<file path="config.mk">
export PLATFORM = sky130hd
export DESIGN_NAME = crosshair_tracker
export DESIGN_NICKNAME = d
export VERILOG_FILES = /design/src/rtl/crosshair_tracker_pkg.sv /design/src/rtl/seq_divider.sv /design/src/rtl/crosshair_tracker.sv
export SDC_FILE = /design/constraint.sdc
export NUM_CORES = 1
export LEC_CHECK = 0
export BUFFER_PORTS_ARGS = -buffer_cell sky130_fd_sc_hd__buf_2
export CAP_MARGIN = 20
export CORE_ASPECT_RATIO = 0.6
export CORE_UTILIZATION = 40
export CTS_CLUSTER_SIZE = 8
export DETAILED_ROUTE_END_ITERATION = 10
export SETUP_SLACK_MARGIN = 0.2
export SLEW_MARGIN = 0
export SYNTH_ARGS = -nofsm -noshare
export SYNTH_HDL_FRONTEND = slang
export SYNTH_HIERARCHICAL = 1
export SYNTH_SLANG_ARGS = --single-unit
</file>
<file path="constraint.sdc">
create_clock -name clk_pixel_in -period 8.09 [get_ports clk_pixel_in]
set_clock_uncertainty 0.15 [all_clocks]
set_input_delay 0.4045 -clock clk_pixel_in [delete_from_list [all_inputs] [get_ports clk_pixel_in]]
set_output_delay 0.4045 -clock clk_pixel_in [all_outputs]
set_load 0.05 [all_outputs]
</file>
<file path="src/rtl/crosshair_tracker_pkg.sv">
// Shared types and default widths for the crosshair tracker.
package tracker_pkg;

    typedef enum logic [1:0] {
        ACCUM  = 2'd0,
        DIV_X  = 2'd1,
        DIV_Y  = 2'd2,
        UPDATE = 2'd3
    } state_t;

    localparam int unsigned HW       = 11;
    localparam int unsigned VW       = 10;
    localparam int unsigned DEF_SUMW = 32;
    localparam int unsigned DEF_CNTW = 20;

endpackage

</file>
<file path="src/rtl/seq_divider.sv">
// Restoring divider, one quotient bit per cycle; the start cycle already retires the first bit,
// so done is raised DW cycles after start. A zero divisor yields quotient 0.
module seq_divider #(
    parameter int unsigned DW = 32
) (
    input  logic          clk,
    input  logic          rst_n,
    input  logic          start,
    input  logic [DW-1:0] dividend,
    input  logic [DW-1:0] divisor,
    output logic [DW-1:0] quotient,
    output logic          done
);

    localparam int unsigned CW = $clog2(DW);

    logic [DW-1:0] rem, quo, dsr;
    logic [DW-1:0] src_rem, src_quo, src_dsr;
    logic [DW-1:0] nxt_rem, nxt_quo;
    logic [DW:0]   shifted;
    logic [CW-1:0] cnt;
    logic          active;
    logic          div_zero;

    always_comb begin
        src_rem = start ? '0 : rem;
        src_quo = start ? dividend : quo;
        src_dsr = start ? divisor : dsr;
        shifted = {src_rem, src_quo[DW-1]};
        nxt_quo = {src_quo[DW-2:0], 1'b0};
        nxt_rem = shifted[DW-1:0];
        if (shifted >= {1'b0, src_dsr}) begin
            nxt_rem    = DW'(shifted - {1'b0, src_dsr});
            nxt_quo[0] = 1'b1;
        end
    end

    always_ff @(posedge clk or negedge rst_n) begin
        if (!rst_n) begin
            rem      <= '0;
            quo      <= '0;
            dsr      <= '0;
            cnt      <= '0;
            active   <= 1'b0;
            div_zero <= 1'b0;
        end else if (start) begin
            rem      <= nxt_rem;
            quo      <= nxt_quo;
            dsr      <= divisor;
            cnt      <= CW'(DW - 1);
            active   <= 1'b1;
            div_zero <= (divisor == '0);
        end else if (active) begin
            if (cnt != '0) begin
                rem <= nxt_rem;
                quo <= nxt_quo;
                cnt <= cnt - CW'(1);
            end else begin
                active <= 1'b0;
            end
        end
    end

    assign done     = active && (cnt == '0);
    assign quotient = div_zero ? '0 : quo;

endmodule

</file>
<file path="src/rtl/crosshair_tracker.sv">
// Per-frame mask centroid tracker driving the crosshair overlay bit.
// Optional: TRACKER_SMOOTH_EN enables 3:1 exponential smoothing of the centroid.
module crosshair_tracker
    import tracker_pkg::*;
#(
    parameter int unsigned H_ACTIVE  = 1280,
    parameter int unsigned V_ACTIVE  = 720,
    parameter int unsigned MIN_COUNT = 16,
    parameter int unsigned SUMW      = DEF_SUMW,
    parameter int unsigned CNTW      = DEF_CNTW
) (
    input  logic          clk_pixel_in,
    input  logic          rst_n_in,
    input  logic [HW-1:0] hcount_in,
    input  logic [VW-1:0] vcount_in,
    input  logic          data_valid_in,
    input  logic          mask_in,
    input  logic          frame_done_in,
    output logic [HW-1:0] x_out,
    output logic [VW-1:0] y_out,
    output logic          valid_out,
    output logic          busy_out,
    output logic          crosshair_out
);

    localparam logic [HW-1:0] H_LIM = HW'(H_ACTIVE);
    localparam logic [VW-1:0] V_LIM = VW'(V_ACTIVE);

    state_t state, state_nxt;

    logic [SUMW-1:0] sum_x, sum_y, snap_y;
    logic [CNTW-1:0] count, snap_cnt;
    logic [HW-1:0]   qx;
    logic [VW-1:0]   qy;
    logic            in_active, pix_hit, take;
    logic            div_start, div_done;
    logic [SUMW-1:0] div_dividend, div_divisor, div_quotient;
    logic            unused_quotient_bits;

    assign in_active = (hcount_in < H_LIM) && (vcount_in < V_LIM);
    assign pix_hit   = data_valid_in && mask_in && in_active;
    assign take      = (state == ACCUM) && frame_done_in;
    assign busy_out  = (state != ACCUM);
    assign qy        = div_quotient[VW-1:0];
    assign unused_quotient_bits = ^div_quotient[SUMW-1:HW];

    // X is started straight from the live sums in the frame_done cycle (same values the
    // snapshot captures), so each divide occupies exactly SUMW cycles of its state.
    always_comb begin
        state_nxt    = state;
        div_start    = 1'b0;
        div_dividend = sum_x;
        div_divisor  = SUMW'(count);
        case (state)
            ACCUM: begin
                if (frame_done_in) begin
                    div_start = 1'b1;
                    state_nxt = DIV_X;
                end
            end
            DIV_X: begin
                div_dividend = snap_y;
                div_divisor  = SUMW'(snap_cnt);
                if (div_done) begin
                    div_start = 1'b1;
                    state_nxt = DIV_Y;
                end
            end
            DIV_Y: begin
                div_dividend = snap_y;
                div_divisor  = SUMW'(snap_cnt);
                if (div_done) state_nxt = UPDATE;
            end
            UPDATE:  state_nxt = ACCUM;
            default: state_nxt = ACCUM;
        endcase
    end

    seq_divider #(.DW(SUMW)) u_div (
        .clk      (clk_pixel_in),
        .rst_n    (rst_n_in),
        .start    (div_start),
        .dividend (div_dividend),
        .divisor  (div_divisor),
        .quotient (div_quotient),
        .done     (div_done)
    );

`ifdef TRACKER_SMOOTH_EN
    logic [HW+1:0] smooth_x;
    logic [VW+1:0] smooth_y;

    always_comb begin
        smooth_x = {2'b00, x_out} + {1'b0, x_out, 1'b0} + {2'b00, qx};
        smooth_y = {2'b00, y_out} + {1'b0, y_out, 1'b0} + {2'b00, qy};
    end
`endif

    always_ff @(posedge clk_pixel_in or negedge rst_n_in) begin
        if (!rst_n_in) begin
            state         <= ACCUM;
            sum_x         <= '0;
            sum_y         <= '0;
            count         <= '0;
            snap_y        <= '0;
            snap_cnt      <= '0;
            qx            <= '0;
            x_out         <= '0;
            y_out         <= '0;
            valid_out     <= 1'b0;
            crosshair_out <= 1'b0;
        end else begin
            state <= state_nxt;

            if (take) begin
                snap_y   <= sum_y;
                snap_cnt <= count;
                sum_x    <= pix_hit ? SUMW'(hcount_in) : '0;
                sum_y    <= pix_hit ? SUMW'(vcount_in) : '0;
                count    <= pix_hit ? CNTW'(1) : '0;
            end else if (pix_hit) begin
                sum_x <= sum_x + SUMW'(hcount_in);
                sum_y <= sum_y + SUMW'(vcount_in);
                count <= count + CNTW'(1);
            end

            if (state == DIV_X && div_done) qx <= div_quotient[HW-1:0];

            if (state == UPDATE) begin
                if (snap_cnt >= CNTW'(MIN_COUNT)) begin
`ifdef TRACKER_SMOOTH_EN
                    if (valid_out) begin
                        x_out <= smooth_x[HW+1:2];
                        y_out <= smooth_y[VW+1:2];
                    end else begin
                        x_out <= qx;
                        y_out <= qy;
                    end
`else
                    x_out <= qx;
                    y_out <= qy;
`endif
                    valid_out <= 1'b1;
                end else begin
                    valid_out <= 1'b0;
                end
            end

            crosshair_out <= valid_out && data_valid_in && in_active &&
                             ((hcount_in == x_out) || (vcount_in == y_out));
        end
    end

endmodule

</file>
## Word level (Yosys, flattened, before mapping)

Index checks and enable logic that the tools add are counted.

- Add/subtract/negate cells: 5
- Magnitude comparators: 4
- Equality and inequality tests: 8
- Multiplexer cells: 37
- Reduce and logical (&&, ||, !) cells: 22

Operators by type and width:

| cell | number |
|---|---|
| 32-bit 2-to-1 mux | 15 |
| 20-bit 2-to-1 mux | 3 |
| 33-bit by 32-bit greater-or-equal comparator with 1-bit output | 1 |
| 32-bit by 10-bit adder with 32-bit output | 1 |
| 32-bit by 11-bit adder with 32-bit output | 1 |
| 32-bit zero test | 1 |
| 32-bit subtractor | 1 |
| 11-bit 2-to-1 mux | 2 |
| 20-bit by 1-bit adder with 20-bit output, second input constant | 1 |
| 20-bit by 5-bit greater-or-equal comparator with 1-bit output, second input constant | 1 |
| 5-bit 2-to-1 mux | 3 |
| 11-bit == test | 1 |
| 11-bit less-than comparator, second input constant | 1 |
| 10-bit == test | 1 |
| 10-bit less-than comparator, second input constant | 1 |
| 10-bit 2-to-1 mux | 1 |
| 1-bit logical AND | 9 |
| 1-bit 2-to-1 mux | 8 |
| 2-bit case mux with 4 select lines | 1 |
| 2-bit nonzero test | 4 |
| 2-bit 2-to-1 mux | 3 |
| 2-bit != test, second input constant | 3 |
| 5-bit zero test | 1 |
| 5-bit nonzero test | 1 |
| other kinds (9) | 11 |

- Flip-flop bits (word level): 275
- Bits of input ports: 26
- Output and inout port bits: 24
- Logic and storage cells: 93

## Depth between registers and ports, before layout

- Depth in word-level cells: 10
- Gate-level depth with buffers: 25
- Gate-level depth less buffers: 17

## Modules after synthesis

Netlist, hierarchy kept.

By module, submodules not included:

| module | times used | cells each | area an instance (µm²) | sequential area each (µm²) |
|---|---|---|---|---|
| crosshair_tracker | 1 | 974 | 9406.5 | 4304.1 |
| seq_divider | 1 | 760 | 6842.8 | 2577.5 |

## Worst setup path after synthesis

Ideal clock, no wire load.

- Path kind: register to register
- From: register u_div.cnt[0]
- To: register u_div.rem[1]
- Library setup time: 0.138 ns
- Arrival time: 5.043 ns
- Data required time: 7.802 ns
- Slack: 2.759 ns
- Cell stages (with the launch flop): 25
- Path buffers: 8
- Clock period less this slack: 5.331 ns
- Path through: dfrtp_1 > inv_1 > ha_1 > nor4b_1 > and2_1 > nand2_1 > clkbuf_1 > nand2_1 > buf_2 > buf_1 > clkbuf_1 > clkbuf_1 > mux2i_1 > ha_1 > a21oi_1 > o21ai_0 > or2_2 > a311o_1 > a21boi_2 > a22o_1 > buf_4 > nand2b_1 > buf_6 > buf_6 > o22ai_1

- Cells in the longest elaborated chain, start to end: 10
- Elaborated cells on any way between the ends: 17
- Classes of those cells: add/sub (1); order compare (1); mux (9); reduce/logical (6)

Ends and longest elaborated chain:

| element | RTL line | source |
|---|---|---|
| start: declaration | seq_divider.sv:21 | `logic [CW-1:0] cnt;` |
| start signal: assignment | seq_divider.sv:50 | `cnt <= CW'(DW - 1);` |
| start signal: assignment | seq_divider.sv:57 | `cnt <= cnt - CW'(1);` |
| 5-bit zero test (*) | seq_divider.sv:64 | `assign done = active && (cnt == '0);` |
| 1-bit logical AND (*) | seq_divider.sv:64 |  |
| via div_done | crosshair_tracker.sv:36 | `logic div_start, div_done;` |
| 1-bit 2-to-1 mux (*) | crosshair_tracker.sv:64 | `if (div_done) begin` |
| 1-bit case mux with 2 select lines (*) | crosshair_tracker.sv:54 | `case (state)` |
| via div_start | crosshair_tracker.sv:36 |  |
| 32-bit 2-to-1 mux (on tied branches) | - |  |
| 32-bit subtractor or 33-bit by 32-bit greater-or-equal comparator with 1-bit output (tied branches) | seq_divider.sv:33, seq_divider.sv:32 |  |
| 32-bit 2-to-1 mux | seq_divider.sv:32 | `if (shifted >= {1'b0, src_dsr}) begin` |
| 32-bit 2-to-1 mux | seq_divider.sv:54 | `if (cnt != '0) begin` |
| 32-bit 2-to-1 mux | seq_divider.sv:53 | `end else if (active) begin` |
| 32-bit 2-to-1 mux | seq_divider.sv:46 | `end else if (start) begin` |
| end signal: assignment | seq_divider.sv:47 | `rem <= nxt_rem;` |
| end signal: assignment | seq_divider.sv:55 | `rem <= nxt_rem;` |
| end: declaration | seq_divider.sv:17 | `logic [DW-1:0] rem, quo, dsr;` |

The timed path passes the listed nets; every way through them passes the cells marked *. The select of a mux whose other input is x is not followed.
A chain may end at the register's enable or synchronous reset.

## Final worst setup path

- From: register u_div.cnt[0]
- To: register u_div.rem[31]

Same word-level chain as after synthesis.

==> reports/metrics.cfg <==
[global_routing]
antenna_found_initial=1
vias_in_the_first_global_route=12100
grt_use_total=0.207
grt_util_met2=0.264
gr-max-usage-layer=met1
grt_overflow=0
global_route.usage.met3=0.0446
grt_max_degree=83
use_met1=0.341
global_route_wire_length_before_repair_um=67500

[drt]
detail_route.wirelength_um=41300
vias=12700
vias_per_cell=5.56
post-route-drc-count=6
first_drt_iteration_drcs=1139
drt-pass1-iter-count=10
ant_nets=0
post_drt_wl_per_cell_um=18.1

[final_layout]
insertedDiodeCount=0
finish.net_count=1848
final-seq-area_sq_um=6880
finish.cell_count_without_fillers=2281
area_growth_syn_to_fin_pct=11.6
filler_cell_count=3764
post_route_cells_drive_above_1_share=0.130
multi_input_comb_area_sq_um=8720

[hold_path]
timing.hold.worst.class=in -> reg
holdCritStartpoint=hcount_in[5]

[clock_network]
cts_buffers=40
clock_sink_count=275
cts-root-buf=clkbuf_16
tritoncts=built
cts_hold_repair.buffers=5
cts.path.max_buffers=3
cts.repair.resized=0
cts_post_setup_buffers_inserted=0
htree_num_levels=2
cts.clk_slew.worst_paths_ns=0.05
clk_latency_ns=0.54

[timing]
report.final.setup_viol=0
slew_headroom=0.296
rsz0062_at_grt=no
tns_ns=0
achievable-frequency_ghz=0.161
finalMaxSlewViolations=0
min_period_over_period=0.766
post_route_minimum_period_ns=6.19
hold_viol_final=0
worstMarginPinSlew_ns=1.06

[power]
combinationalPowerShare=0.253
p_per_area_nw_per_um2=231
internal-power_w=0.00280
pwr-share-clk=0.356
seq_power_share=0.391
power.ir.vdd_worst_mv=0.117
standby_leakage_power_nw=8.89
power.switching_w=0.00135
sw_frac_of_total=0.325

[critical_path]
worst_setup_path_startpoint=u_div/cnt[0]$_DFFE_PN0P_
endpoint_kind=register
critical_path.cell_chain=inv_1, ha_1, nor4b_1, and2_1, nand2_1, nand2_4, buf_4, mux2i_1, ha_1, o211ai_1, a21oi_1, nand2b_1, a311o_1, a21boi_2, a22o_1, nand2b_1, o221ai_1
worstPathRequired_ns=8.30
reg2reg_from=u_div/cnt[0]$_DFFE_PN0P_
cp.arrival_ns=6.40
crit_type=reg -> reg
critical_path_peak_fanout=77
setup.worst_path.start_class=register
timing.critical_path.slowest_stage_cell=nand2_4
timing.critical_path.slowest_cell_delay_ns=0.90

[synth]
ys_warn_count=6
syn-cell-area_sq_um=16100
synthesis.area_per_instance_sq_um=9.41
cell_count_after_synthesis=1712

[floorplanning]
count_of_standard_cell_rows=56
floorplan.initialDensity=0.409
die_area_sq_um=41100
die_width_um=261
core-area_sq_um=39400
top_level_ports=50
die_h_um=157

[placement]
place.detailed.hpwl_um=28900
placed_cells_incl_taps=2230
place.gp.congestion=0.931
port_buffers=49

[run_status]
violations=DRC
status=finished, violations left

[flow_run]
maxCapViolations=0

==> cells in the final DEF, fill, tap and decap left out, drive strengths merged, types with 6 or more instances in the layout <==
cell and n:
dfrtp 275, nand2 272, o21ai 121, nor2 104, a21oi 87, mux2 81, mux2i 81, xnor2 67
buf 66, ha 61, inv 59, xor2 50, nor2b 46, clkbuf 40, nand3 38, and3 26
conb 24, a211oi 21, a31oi 20, a21o 20, nand4 20, and2 19, nor4 15, or3 14
nor3 13, nand2b 12, o211ai 10, o22ai 8, and4 7, o2111ai 7, a2111oi 7, a22o 6
==> final cells by class <==
type,instances,share of cell area
multi-input cells,1312,0.485
flip-flops and latches,275,0.383
clock buffers,40,0.0557
well taps,522,0.0363
repair buffers,71,0.0263
inverters,58,0.0121
clock inverters,3,0.00181
==> sequential cells by signal, indices dropped and copies added (netlist names) <==
name	count
u_div/quo	32
u_div/cnt	5
y_out	10
u_div/dsr	32
state	2
u_div/active	1
sum_x	32
x_out	11
qx	11
crosshair_out	1
snap_y	32
valid_out	1
u_div/rem	32
sum_y	32
snap_cnt	20
count	20
u_div/div_zero	1
==> worst max-delay path, delay by kind of cell (launching register included) <==
family,cells,cell delay [ns]
simple gates,6,3.06
compound gates,6,1.18
fa+ha+maj,2,0.45
buf+inv,2,0.45
flops,1,0.40
mux,1,0.26
==> power by group through the flow <==
stage          sequential, W  clock [W]  combinational [W]
6_report             0.00163    0.00148            0.00105
3_5_place_dp         0.00164          0            0.00103
2_1_floorplan        0.00161          0           0.000817
4_1_cts              0.00162    0.00151            0.00104
3_3_place_gp         0.00164          0            0.00100
5_1_grt              0.00164    0.00157            0.00117
==> metrics by stage <==
step | hold slack, ns | worst slack, ns | power (W) | utilization | instance area (sq um)
after global routing | 0.0167 | 1.42 | 0.00438 | 0.457 | 18000
after CTS | 0.00447 | 1.89 | 0.00417 | 0.455 | 17900
after floorplan | -0.0411 | 2.76 | 0.00242 | - | 16200
after global placement | 0.278 | 2.16 | 0.00264 | 0.427 | 16800
final | 0.0238 | 1.90 | 0.00415 | 0.457 | 18000
after detailed placement | 0.286 | 1.92 | 0.00267 | 0.427 | 16800
==> per-layer routing <==
metal / share of wire / wire length [um] / vias to the layer above
met4: 0.014 / 595 / 0
li1: - / - / 6039
met3: 0.072 / 2960 / 50
met5: 0 / 0 / -
met1: 0.54 / 22400 / 6242
met2: 0.37 / 15400 / 361
==> final timing paths <==
| check | endpoint | slack, ns | cells past startpoint |
|---|---|---|---|
| worst max-delay path | u_div/rem[31]$_DFFE_PN0P_ | 1.90 | 17 |
| worst min-delay path | sum_x[5]$_DFFE_PN0P_ | 0.02 | 2 |
| worst max register to register | u_div/rem[31]$_DFFE_PN0P_ | 1.90 | 17 |
| worst min register to register | snap_y[24]$_DFFE_PN0P_ | 0.32 | 2 |
| max in group asynchronous | u_div/rem[0]$_DFFE_PN0P_ | 5.38 | 4 |
| min in group asynchronous | y_out[9]$_DFFE_PN0P_ | 0.29 | 2 |
Note: power is estimated with default switching activity, not from simulation.
